--- src/rtl/pygmy_pkg.sv ---
// Shared types for the writeback stage.
// Load width codes, FSM states and the pending-load record.
package pygmy_pkg;

  localparam logic [2:0] F3_LB  = 3'b000;
  localparam logic [2:0] F3_LH  = 3'b001;
  localparam logic [2:0] F3_LW  = 3'b010;
  localparam logic [2:0] F3_LBU = 3'b100;
  localparam logic [2:0] F3_LHU = 3'b101;

  typedef enum logic [0:0] {
    IDLE      = 1'b0,
    LOAD_WAIT = 1'b1
  } wb_state_e;

  typedef struct packed {
    logic       we;
    logic [4:0] rd;
    logic [2:0] funct3;
    logic [1:0] addr;
  } load_req_t;

endpackage

--- src/rtl/load_align.sv ---
// Load data extraction: picks byte/half from the
// little-endian word by address and extends it.
module load_align
  import pygmy_pkg::*;
(
  input  logic [2:0]  funct3_i,
  input  logic [1:0]  addr_i,
  input  logic [31:0] word_i,
  output logic [31:0] data_o
);

  logic [7:0]  byte_sel;
  logic [15:0] half_sel;

  always_comb begin
    unique case (addr_i)
      2'd0: byte_sel = word_i[7:0];
      2'd1: byte_sel = word_i[15:8];
      2'd2: byte_sel = word_i[23:16];
      default: byte_sel = word_i[31:24];
    endcase
    half_sel = addr_i[1] ? word_i[31:16]
                         : word_i[15:0];
  end

  always_comb begin
    unique case (1'b1)
      funct3_i == F3_LB:
        data_o = {{24{byte_sel[7]}}, byte_sel};
      funct3_i == F3_LH:
        data_o = {{16{half_sel[15]}}, half_sel};
      funct3_i == F3_LBU:
        data_o = {24'd0, byte_sel};
      funct3_i == F3_LHU:
        data_o = {16'd0, half_sel};
      default:
        data_o = word_i;
    endcase
  end

endmodule

--- src/rtl/writeback_unit.sv ---
// Writeback stage: retires ALU results and loads
// into the register file, with load timeout.
module writeback_unit
  import pygmy_pkg::*;
#(
  parameter int unsigned TIMEOUT_CYCLES = 255
) (
  input  logic        clk_i,
  input  logic        rst_ni,
  input  logic        ex_valid_i,
  output logic        ex_ready_o,
  input  logic        ex_reg_we_i,
  input  logic [4:0]  ex_rd_ptr_i,
  input  logic [31:0] ex_alu_res_i,
  input  logic        ex_is_load_i,
  input  logic [2:0]  ex_funct3_i,
  input  logic        mem_rvalid_i,
  input  logic [31:0] mem_rdata_i,
  output logic        reg_write_en_o,
  output logic [4:0]  rd_ptr_o,
  output logic [31:0] rd_o,
  output logic        busy_o,
  output logic        timeout_err_o,
  output logic        spurious_err_o
);

  localparam logic [7:0] CntLast =
    8'(TIMEOUT_CYCLES - 1);

  wb_state_e   state_q, state_d;
  logic [7:0]  cnt_q, cnt_d;
  load_req_t   req_q, req_d;
  logic        we_q, we_d;
  logic [4:0]  ptr_q, ptr_d;
  logic [31:0] rd_q, rd_d;
  logic        terr_q, terr_d;
  logic        serr_q, serr_d;
  logic [31:0] load_data;

  load_align u_align (
    .funct3_i (req_q.funct3),
    .addr_i   (req_q.addr),
    .word_i   (mem_rdata_i),
    .data_o   (load_data)
  );

  always_comb begin
    state_d = state_q;
    cnt_d   = cnt_q;
    req_d   = req_q;
    we_d    = 1'b0;
    ptr_d   = ptr_q;
    rd_d    = rd_q;
    terr_d  = terr_q;
    serr_d  = serr_q;
    unique case (state_q)
      IDLE: begin
        if (mem_rvalid_i) serr_d = 1'b1;
        if (ex_valid_i) begin
          if (ex_is_load_i) begin
            req_d.we     = ex_reg_we_i;
            req_d.rd     = ex_rd_ptr_i;
            req_d.funct3 = ex_funct3_i;
            req_d.addr   = ex_alu_res_i[1:0];
            cnt_d        = 8'd0;
            state_d      = LOAD_WAIT;
          end else begin
            we_d  = ex_reg_we_i && (ex_rd_ptr_i != 5'd0);
            ptr_d = ex_rd_ptr_i;
            rd_d  = ex_alu_res_i;
          end
        end
      end
      LOAD_WAIT: begin
        // Data arriving on the last allowed edge beats the timeout.
        if (mem_rvalid_i) begin
          we_d    = req_q.we && (req_q.rd != 5'd0);
          ptr_d   = req_q.rd;
          rd_d    = load_data;
          cnt_d   = 8'd0;
          state_d = IDLE;
        end else if (cnt_q == CntLast) begin
          terr_d  = 1'b1;
          cnt_d   = 8'd0;
          state_d = IDLE;
        end else begin
          cnt_d = cnt_q + 8'd1;
        end
      end
    endcase
  end

  always_ff @(posedge clk_i or negedge rst_ni) begin
    if (!rst_ni) begin
      state_q <= IDLE;
      cnt_q   <= 8'd0;
      req_q   <= '0;
      we_q    <= 1'b0;
      ptr_q   <= 5'd0;
      rd_q    <= 32'd0;
      terr_q  <= 1'b0;
      serr_q  <= 1'b0;
    end else begin
      state_q <= state_d;
      cnt_q   <= cnt_d;
      req_q   <= req_d;
      we_q    <= we_d;
      ptr_q   <= ptr_d;
      rd_q    <= rd_d;
      terr_q  <= terr_d;
      serr_q  <= serr_d;
    end
  end

  assign ex_ready_o     = (state_q == IDLE);
  assign busy_o         = (state_q == LOAD_WAIT);
  assign reg_write_en_o = we_q;
  assign rd_ptr_o       = ptr_q;
  assign rd_o           = rd_q;
  assign timeout_err_o  = terr_q;
  assign spurious_err_o = serr_q;

endmodule
--- config.mk ---
export PLATFORM = sky130hd
export DESIGN_NAME = writeback_unit
export DESIGN_NICKNAME = d
export VERILOG_FILES = /design/src/rtl/pygmy_pkg.sv /design/src/rtl/load_align.sv /design/src/rtl/writeback_unit.sv
export SDC_FILE = /design/constraint.sdc
export NUM_CORES = 1
export LEC_CHECK = 0
export ABC_CLOCK_PERIOD_IN_PS = 3500
export BUFFER_PORTS_ARGS = -buffer_cell sky130_fd_sc_hd__buf_2
export CORE_ASPECT_RATIO = 1.5
export CORE_MARGIN = 5
export CORE_UTILIZATION = 56
export CTS_BUF_LIST = sky130_fd_sc_hd__clkbuf_4
export CTS_CLUSTER_SIZE = 40
export DETAILED_ROUTE_END_ITERATION = 10
export PLACE_DENSITY = 0.9
export SYNTH_ARGS = -nofsm -noshare
export SYNTH_HDL_FRONTEND = slang
export SYNTH_HIERARCHICAL = 1
export SYNTH_SLANG_ARGS = --single-unit
--- constraint.sdc ---
create_clock -name clk_i -period 3.5 [get_ports clk_i]
set_input_delay 0.35 -clock clk_i [delete_from_list [all_inputs] [get_ports clk_i]]
set_output_delay 0.35 -clock clk_i [all_outputs]
set_load 0.01 [all_outputs]
-- Word-level counts from Yosys, hierarchy flattened
Index checks and enable logic that the tools add are counted.
- register bits: 60
- bits in latches: 0
- memory bits (writable): 0
- memory bits (read-only): 0
- input bits: 78
- output and inout bits: 42
- word-level logic and storage cells: 60
- memories: 0
- add/sub/neg operators: 1
- multipliers: 0
- div/mod/pow operators: 0
- magnitude comparators: 0
- equality and inequality tests: 10
- shift operators: 0
- muxes and demuxes: 25
- bitwise logic cells: 2
- reduce and logical (&&, ||, !) cells: 11
- operator list (operator ; number):
    32-bit case mux with 4 select lines ; 1
    32-bit 2-to-1 mux ; 3
    32-bit case mux with 2 select lines ; 1
    8-bit 2-to-1 mux ; 4
    8-bit case mux with 3 select lines ; 1
    16-bit 2-to-1 mux ; 1
    8-bit case mux with 2 select lines ; 1
    5-bit 2-to-1 mux ; 3
    5-bit case mux with 2 select lines ; 1
    5-bit nonzero test ; 2
    3-bit AND reduction ; 3
    8-bit by 1-bit adder with 8-bit output, second input constant ; 1
    8-bit == test, second input constant ; 1
    1-bit 2-to-1 mux ; 7
    3-bit == test, second input constant ; 2
    2-bit inequality test, second input constant ; 3
    1-bit case mux with 2 select lines ; 2
    2-bit AND reduction ; 2
    3-bit by 1-bit == test with 1-bit output, second input constant ; 1
    3-bit logical NOT ; 1
    2-bit by 1-bit == test with 1-bit output, second input constant ; 1
    2-bit == test, second input constant ; 1
    1-bit logical AND ; 2
    2-bit logical NOT ; 1
    2 further kinds ; 3

-- Longest topological paths before layout
Gate-level depths: netlist of run 1.
- word-level depth: 5
- mapped depth: 8
- mapped depth without buffers: 6

-- Cells and area by module
The synthesis of run 1 kept the hierarchy.
- by module, submodules not included (module ; instances ; cells each ; area each (sq um) ; sequential area each (sq um)):
    writeback_unit ; 1 ; 247 ; 2758.9 ; 1501.4
    load_align ; 1 ; 131 ; 723.2 ; 0.0

-- Least setup slack after synthesis of run 1
Ideal clock, no wire load.
- path kind: register -> register
- from: register req_q[3] (netlist name)
- to: register rd_q[23] (netlist: rd_o[23])
- data arrival time: 1714 ps
- required time: 3423 ps
- path slack: 1708 ps
- stages on the path, launching flop included: 9
- path buffers: 3
- clock period less this slack: 1792 ps
- cells stage by stage: dfrtp_1 -> buf_6 -> or3_1 -> or3_1 -> buf_2 -> buf_6 -> o21ai_0 -> mux2i_1 -> a21oi_1
- cells in the longest elaborated chain, start to end: 4
- elaborated cells between the ends (all ways): 7
- RTL lines (what ; RTL line ; source):
    start: declaration ; writeback_unit.sv:32 ; load_req_t req_q, req_d;
    start signal: assignment ; writeback_unit.sv:106 ; req_q <= req_d;
    3-bit == test (tied with other cells) ; load_align.sv:34 ; funct3_i == F3_LHU:
    32-bit case mux with 4 select lines (*) ; load_align.sv:27 ; unique case (1'b1)
    named net load_data[23] ; writeback_unit.sv:38 ; logic [31:0] load_data;
    32-bit 2-to-1 mux (*) ; writeback_unit.sv:76 ; if (mem_rvalid_i) begin
    32-bit case mux with 2 select lines (*) ; writeback_unit.sv:56 ; unique case (state_q)
    end signal: assignment ; writeback_unit.sv:109 ; rd_q <= rd_d;
    end: declaration ; writeback_unit.sv:35 ; logic [31:0] rd_q, rd_d;
The timed path passes the listed nets; every way through them passes the cells marked *. The select of a mux whose other input is x is not followed.
A chain may end at the register's enable or synchronous reset.

-- Worst setup path after layout of run 1
- from: register req_q[1] (netlist name)
- to: register rd_q[17] (netlist: rd_o[17])
- cells in the longest elaborated chain, start to end: 5
- elaborated cells between the ends (all ways): 8
- RTL lines (what ; RTL line ; source):
    2-bit == test (tied with other cells) ; load_align.sv:16 ; unique case (addr_i)
    8-bit case mux with 3 select lines ; load_align.sv:16 ;
    32-bit case mux with 4 select lines (*) ; load_align.sv:27 ;
    named net load_data[17] ; writeback_unit.sv:38 ;
    32-bit 2-to-1 mux (*) ; writeback_unit.sv:76 ;
    32-bit case mux with 2 select lines (*) ; writeback_unit.sv:56 ;
Marks and branches as above.

==> metrics.md, run 1 <==
| Metric | Value |
|---|---|
| Power Total | `2.280 mW` |
| Hold Violations, Final | `0` |
| ANT nets after route | `0` |
| ANT cells | `0` |
| Starting Density | `57.20%` |
| P_leak | `1.972 nW` |
| Synthesis-to-layout area growth | `19.66%` |
| WS Path Type | `reg -> reg` |
| Clk pwr share | `21.5%` |
| Combinational share of power | `35.9%` |
| Psw | `838.9 uW` |
| Layout cells sized above 1 | `32.24%` |
| CTS tree | `yes` |
| DRC viols | `0` |
| WL met2 | `4.937 mm` |
| Total CTS buffers | `9` |
| Die Y | `106.6 um` |
| Reg-to-Reg Start | `req_q[1]` |
| Mapped Area | `3482 sq um` |
| Max-cap viol count | `0` |
| Worst EP required | `3780 ps` |
| DR pass1 iterations | `6` |
| Peak Freq | `401.5 MHz` |
| Post-synth top area share | `43.12%` |
| #FFs+latches synth | `60` |
| Crit-path max FO | `25` |
| Slew Limit Fails | `0` |
| H-tree depth | `3` |
| Reg clk slew, reported paths | `100 ps` |
| Vias per cell | `5.738` |
| Clk_lat worst skew | `410 ps` |
| Setup crit end kind | `flop` |
| WL/cell | `17.19 um` |
| Vias | `3236` |
| Area of placed instances | `4031 sq um` |
| # rows | `35` |
| Seq/Total Area, Yosys | `43.12%` |
| Wl on met1 | `3.685 mm` |
| Worst reg2reg path endpoint | `rd_o[17]` |
| Setup TNS | `0 ps` |
| Clk sinks | `60` |
| Unrepaired setup endpoints after global routing | `no` |
| First-pass GRT wire length | `15.64 mm` |
| Worst slew pin tran | `1081 ps` |
| Post-synth ARST share | `100.0%` |
| I/O pin cnt | `120` |
| Sequential power share | `42.6%` |
| Postcts setup bufs | `0` |
| Final period utilization | `71.15%` |
| Min-delay worst type | `in -> async` |
| WL final | `9.693 mm` |
| Pin count of the biggest net entering global routing | `47` |
| Post-layout min period | `2490 ps` |
| Core Region | `6087 sq um` |
| Final Cell Area | `4167 sq um` |
| Mapped Cells | `378` |
| Number of synthesized flops with an enable pin | `0` |
| R2r worst-path depth | `5` |
| Post-CTS Hold Buffers | `0` |
| Initial antenna violation count | `0` |
| Worst Setup Start Kind | `flop` |
| DR top layer | `met4` |
| Syn Nets | `458` |
| Die area | `7928 sq um` |
| DR iter-0 viols | `327` |
| Final Skew | `17.43 ps` |
| NumNets Final | `565` |
| Max clock buf depth | `2` |
| Ys flop type | `dfrtp_1` |
| Syn. warnings | `6` |
| Placed wire-length estimate | `7.216 mm` |
| Yosys cell types | `41` |
| GRT Overall Usage | `25.60%` |
| Worst Setup SP | `req_q[1]` |
| Final setup vio count | `0` |
| Switching share of power | `36.79%` |
| Vias in the first global route | `3184` |
| Synth area leaders | `dfrtp_1 43%, mux2i_1 11%, a21oi_1 5.9%` |
| CTS root buf | `clkbuf_4` |
| Post-cts resize count | `0` |
| Metal3 WL | `722 um` |
| Syn avg cell area | `9.212 sq um` |
| CP arrival | `2770 ps` |
| P per Cell Area | `547.3 nW/um^2` |
| Top cell type by total area after synthesis | `dfrtp_1` |
| P_int | `1.441 mW` |
| PortBufs | `119` |
| Status | `complete, no violations` |
| Slew HR | `27.58%` |
| GPL Wtd Cong | `0.8963` |
| Maximum vdd ir drop | `0.3525 mV` |
| R2R Setup Slk | `1010 ps` |
| Global route total overflow | `0` |
| Die width | `74.39 um` |
-- Yosys cell counts (3+ instances only) --
cell type and count:
nand3_1 5, or3_1 3, mux2_2 12, nor2b_1 20, nand2b_1 7, mux2i_1 38
nor2_1 40, a22oi_1 7, o21ai_1 4, buf_2 8, inv_1 5, dfrtp_1 60
buf_6 7, a21oi_1 41, o21ai_0 29, a21o_1 3, clkbuf_1 10, a221o_1 8
nand2_1 41
-- layout make-up --
class | count | area [sq um]
Clock inverter | 5 | 52.55
Timing Repair Buffer | 123 | 625.6
Tap cell | 74 | 92.59
Sequential cell | 60 | 1503
Multi-Input combinational cell | 286 | 1792
Clock buffer | 11 | 82.58
Fill cell | 488 | 1921
Inverter | 5 | 18.77
-- power groups by stage --
stage | Clock, mW | Combinational (mW) | Sequential, mW
global route | 0.531 | 0.902 | 0.997
CTS | 0.493 | 0.822 | 0.970
finish | 0.490 | 0.819 | 0.972
global placement | 0 | 0.795 | 0.974
detailed placement | 0 | 0.819 | 0.982
floorplan | 0 | 0.508 | 1.00
-- cell families (layout without fill, tap and decap cells) --
family                     count (synthesis)  after routing  synth area share (%)
buffers and inverters                     32            144                 5.462
AOI/OAI and AO/OA                        103            103                 17.64
xor gates and xnor gates                   1              1                0.2516
adders and majority gates                  2              2                0.7185
and+or+nand+nor                          130            130                 18.00
muxes                                     50             50                 14.80
DFF                                       60             60                 43.12
-- registers in the layout (all words and copies together), names as in the netlist --
| name | flops |
|---|---|
| busy_o | 1 |
| req_q | 11 |
| spurious_err_o | 1 |
| rd_o | 32 |
| reg_write_en_o | 1 |
| timeout_err_o | 1 |
| cnt_q | 8 |
| rd_ptr_o | 5 |
-- metal layers --
| layer | global-route usage, % | up-vias |
|---|---|---|
| met5 | 0 | - |
| met4 | 11.20 | 0 |
| met1 | 32.01 | 1527 |
| li1 | - | 1553 |
| met2 | 41.07 | 129 |
| met3 | 6.567 | 27 |
-- worst max-delay path: stages (launching register included) --
cell and delay [ps]:
dfrtp_1 760, o21ai_0 200, a31oi_1 840, o21ai_0 270, mux2i_1 210, a21oi_1 80
-- how the worst max path moves through the flow --
stage | end | slack [ps] | depth (start not counted)
2_1_floorplan | rd_o[23] | 1710 | 8
5_1_grt | rd_o[17] | 710 | 5
4_1_cts | rd_o[17] | 1060 | 5
3_5_place_dp | rd_o[17] | 1070 | 5
3_3_place_gp | rd_o[10] | 1180 | 6
6_report | rd_o[17] | 1010 | 5
-- cells in the final DEF (no fill, tap or decap), drive strengths merged, types with 7 or more instances in the layout --
cell type	count
nor2	40
clkbuf	11
nand2	41
o21ai	33
nor2b	20
mux2i	38
a221o	8
nand2b	7
buf	123
mux2	12
a21oi	41
dfrtp	60
a22oi	7
-- stage by stage --
stage          instances  util [%]  worst slack, ps  hold WS (ps)
6_report             564     68.45             1010         120.8
5_1_grt              564     68.45            707.7         162.8
4_1_cts              564     68.45             1060         141.2
3_5_place_dp         548     66.23             1073         446.8
3_3_place_gp         548     66.23             1180         434.4
2_1_floorplan        378         -             1708         54.41
No activity file was read; power rests on OpenSTA's default activity.
==> inputs of run 2 (changes only) <==
- ABC_CLOCK_PERIOD_IN_PS: 3500 -> 2350
- CORE_UTILIZATION: 56 -> 52
- PLACE_DENSITY: 0.9 -> 0.84
- clock period: 3.5 -> 2.35 ns (I/O delays scaled with it)
==> metrics.md, run 2 (synthesis gave the netlist of run 1 again) <==
| Metric | Value |
|---|---|
| Status | `complete, no violations` |
| Reg clk slew, reported paths | `100 ps` |
| DR pass1 iterations | `5` |
| ANT nets after route | `0` |
| CP peak stage delay | `560 ps` |
| Slew HR | `59.99%` |
| Min-delay worst type | `in -> reg` |
| Vias in the first global route | `3287` |
| Maximum vdd ir drop | `0.4094 mV` |
| DRC viols | `0` |
| Most frequent cells in the layout | `119 x buf_2, 59 x dfrtp_1, 41 x nand2_1, 41 x a21oi_1, 40 x nor2_1` |
| Placed insts | `556` |
| CP delay by family, top | `simple AND/OR/NAND/NOR gates` |
| Final period utilization | `89.01%` |
| GPL Wtd Cong | `0.8758` |
| Postcts setup bufs | `0` |
| Worst slack at placement | `336.5 ps` |
| Fill cell count | `546` |
| Core Region | `6531 sq um` |
| P per Cell Area | `788.0 nW/um^2` |
| Die Y | `110.2 um` |
| Register area | `1503 sq um` |
| NumNets Final | `572` |
| Max clock buf depth | `2` |
| ANT cells | `0` |
| WS Path Type | `reg -> reg` |
| PortBufs | `119` |
| Worst Setup Start Kind | `flop` |
| Most frequent CP cell | `or3_1` |
| Final std cells w/o fill | `573` |
| Vias per cell | `5.740` |
| Worst slew pin tran | `600.2 ps` |
| Worst Setup SP | `req_q[2]` |
| Cell Chain, Critical Path | `or3_1 > or3_1 > o21ai_1 > mux2i_1 > a21oi_1` |
| WL/cell | `16.71 um` |
| First-pass GRT wire length | `15.66 mm` |
| Final Skew | `10.32 ps` |
| Die area | `8467 sq um` |
| Worst EP required | `2690 ps` |
| WL final | `9.574 mm` |
| Final setup vio count | `0` |
| Post-layout min period | `2092 ps` |
| Hold path start | `ex_funct3_i[2]` |
| CP arrival | `2430 ps` |
| Vias | `3289` |
| Max-cap viol count | `0` |
| Commonest non-fill, non-tap cell in the layout | `buf_2` |
| Placed wire-length estimate | `7.298 mm` |
| DR iter-0 viols | `207` |
| Buf+Inv Stages, Crit Path | `0` |
| Largest register FFs | `32` |
| Starting Density | `53.31%` |
| CTS tree | `yes` |
| Synthesis-to-layout area growth | `21.24%` |
| I/O pin cnt | `120` |
| Post-cts resize count | `0` |
| Final WS setup | `258.2 ps` |
| Peak Freq | `478.1 MHz` |
| Reg-to-Reg Start | `req_q[2]` |
| Pin count of the biggest net entering global routing | `65` |
| Setup crit end kind | `flop` |
| CP max-delay cell | `or3_1` |
| Crit-path max FO | `17` |
| Global route total overflow | `0` |
| Total CTS buffers | `9` |
| Die width | `76.82 um` |
| CTS root buf | `clkbuf_4` |
| # rows | `36` |
| Power Total | `3.327 mW` |
| Layout cells sized above 1 | `32.80%` |
| Setup TNS | `0 ps` |
| Clk sinks | `60` |
| P_leak | `2.003 nW` |
| Hold Violations, Final | `0` |
| Unrepaired setup endpoints after global routing | `no` |
| GRT Overall Usage | `23.29%` |
| Fin util | `64.64%` |
| Initial antenna violation count | `0` |
| Slew Limit Fails | `0` |
| Clk_lat worst skew | `420 ps` |
| Multi-input logic area | `1792 sq um` |
| H-tree depth | `3` |
| Post-CTS Hold Buffers | `1` |
## run 2: cell types whose count changed in the layout (fill, tap and decap cells not counted), sizes merged
cell,change
buf,+6
bufinv,-1
clkbuf,+1
dlygate4sd3,+1
## run 2: routing by layer
metal  GRT usage [%]  wire length [um]  vias up
met2           38.21              4806      151
met4           16.38               499        0
met5               0                 0        -
met3           5.285               616       39
li1                -                 -     1558
met1           26.87              3652     1541
## run 2: per-stage QoR
step,area (sq um),hold WS [ps]
floorplan,3482,-60.59
finish,4222,42.96
detailed placement,4104,270.4
CTS,4222,21.82
global placement,4104,257.8
global route,4222,7.058
## run 2: power by group
group          switching (mW)  internal (mW)
combinational           0.712          0.580
sequential              0.160           1.26
clock                   0.370          0.243
total                    1.24           2.08
## run 2: path summary, 6_finish.rpt
kind | end | slack, ps | cells after the start
max in group asynchronous | rd_o[3] | 1380 | 3
max | rd_o[20] | 260 | 5
min reg2reg | spurious_err_o | 460 | 1
max reg2reg | rd_o[20] | 260 | 5
min in group asynchronous | spurious_err_o | 350 | 2
min | req_q[4] | 40 | 2
## run 2: cell type report
class	count	area share, %
clock buffers	12	2.134
multi-input cells	286	42.44
well taps	76	2.253
flip-flops and latches	60	35.60
repair buffers	130	16.72
inverters	5	0.4446
clock inverters	4	0.4149
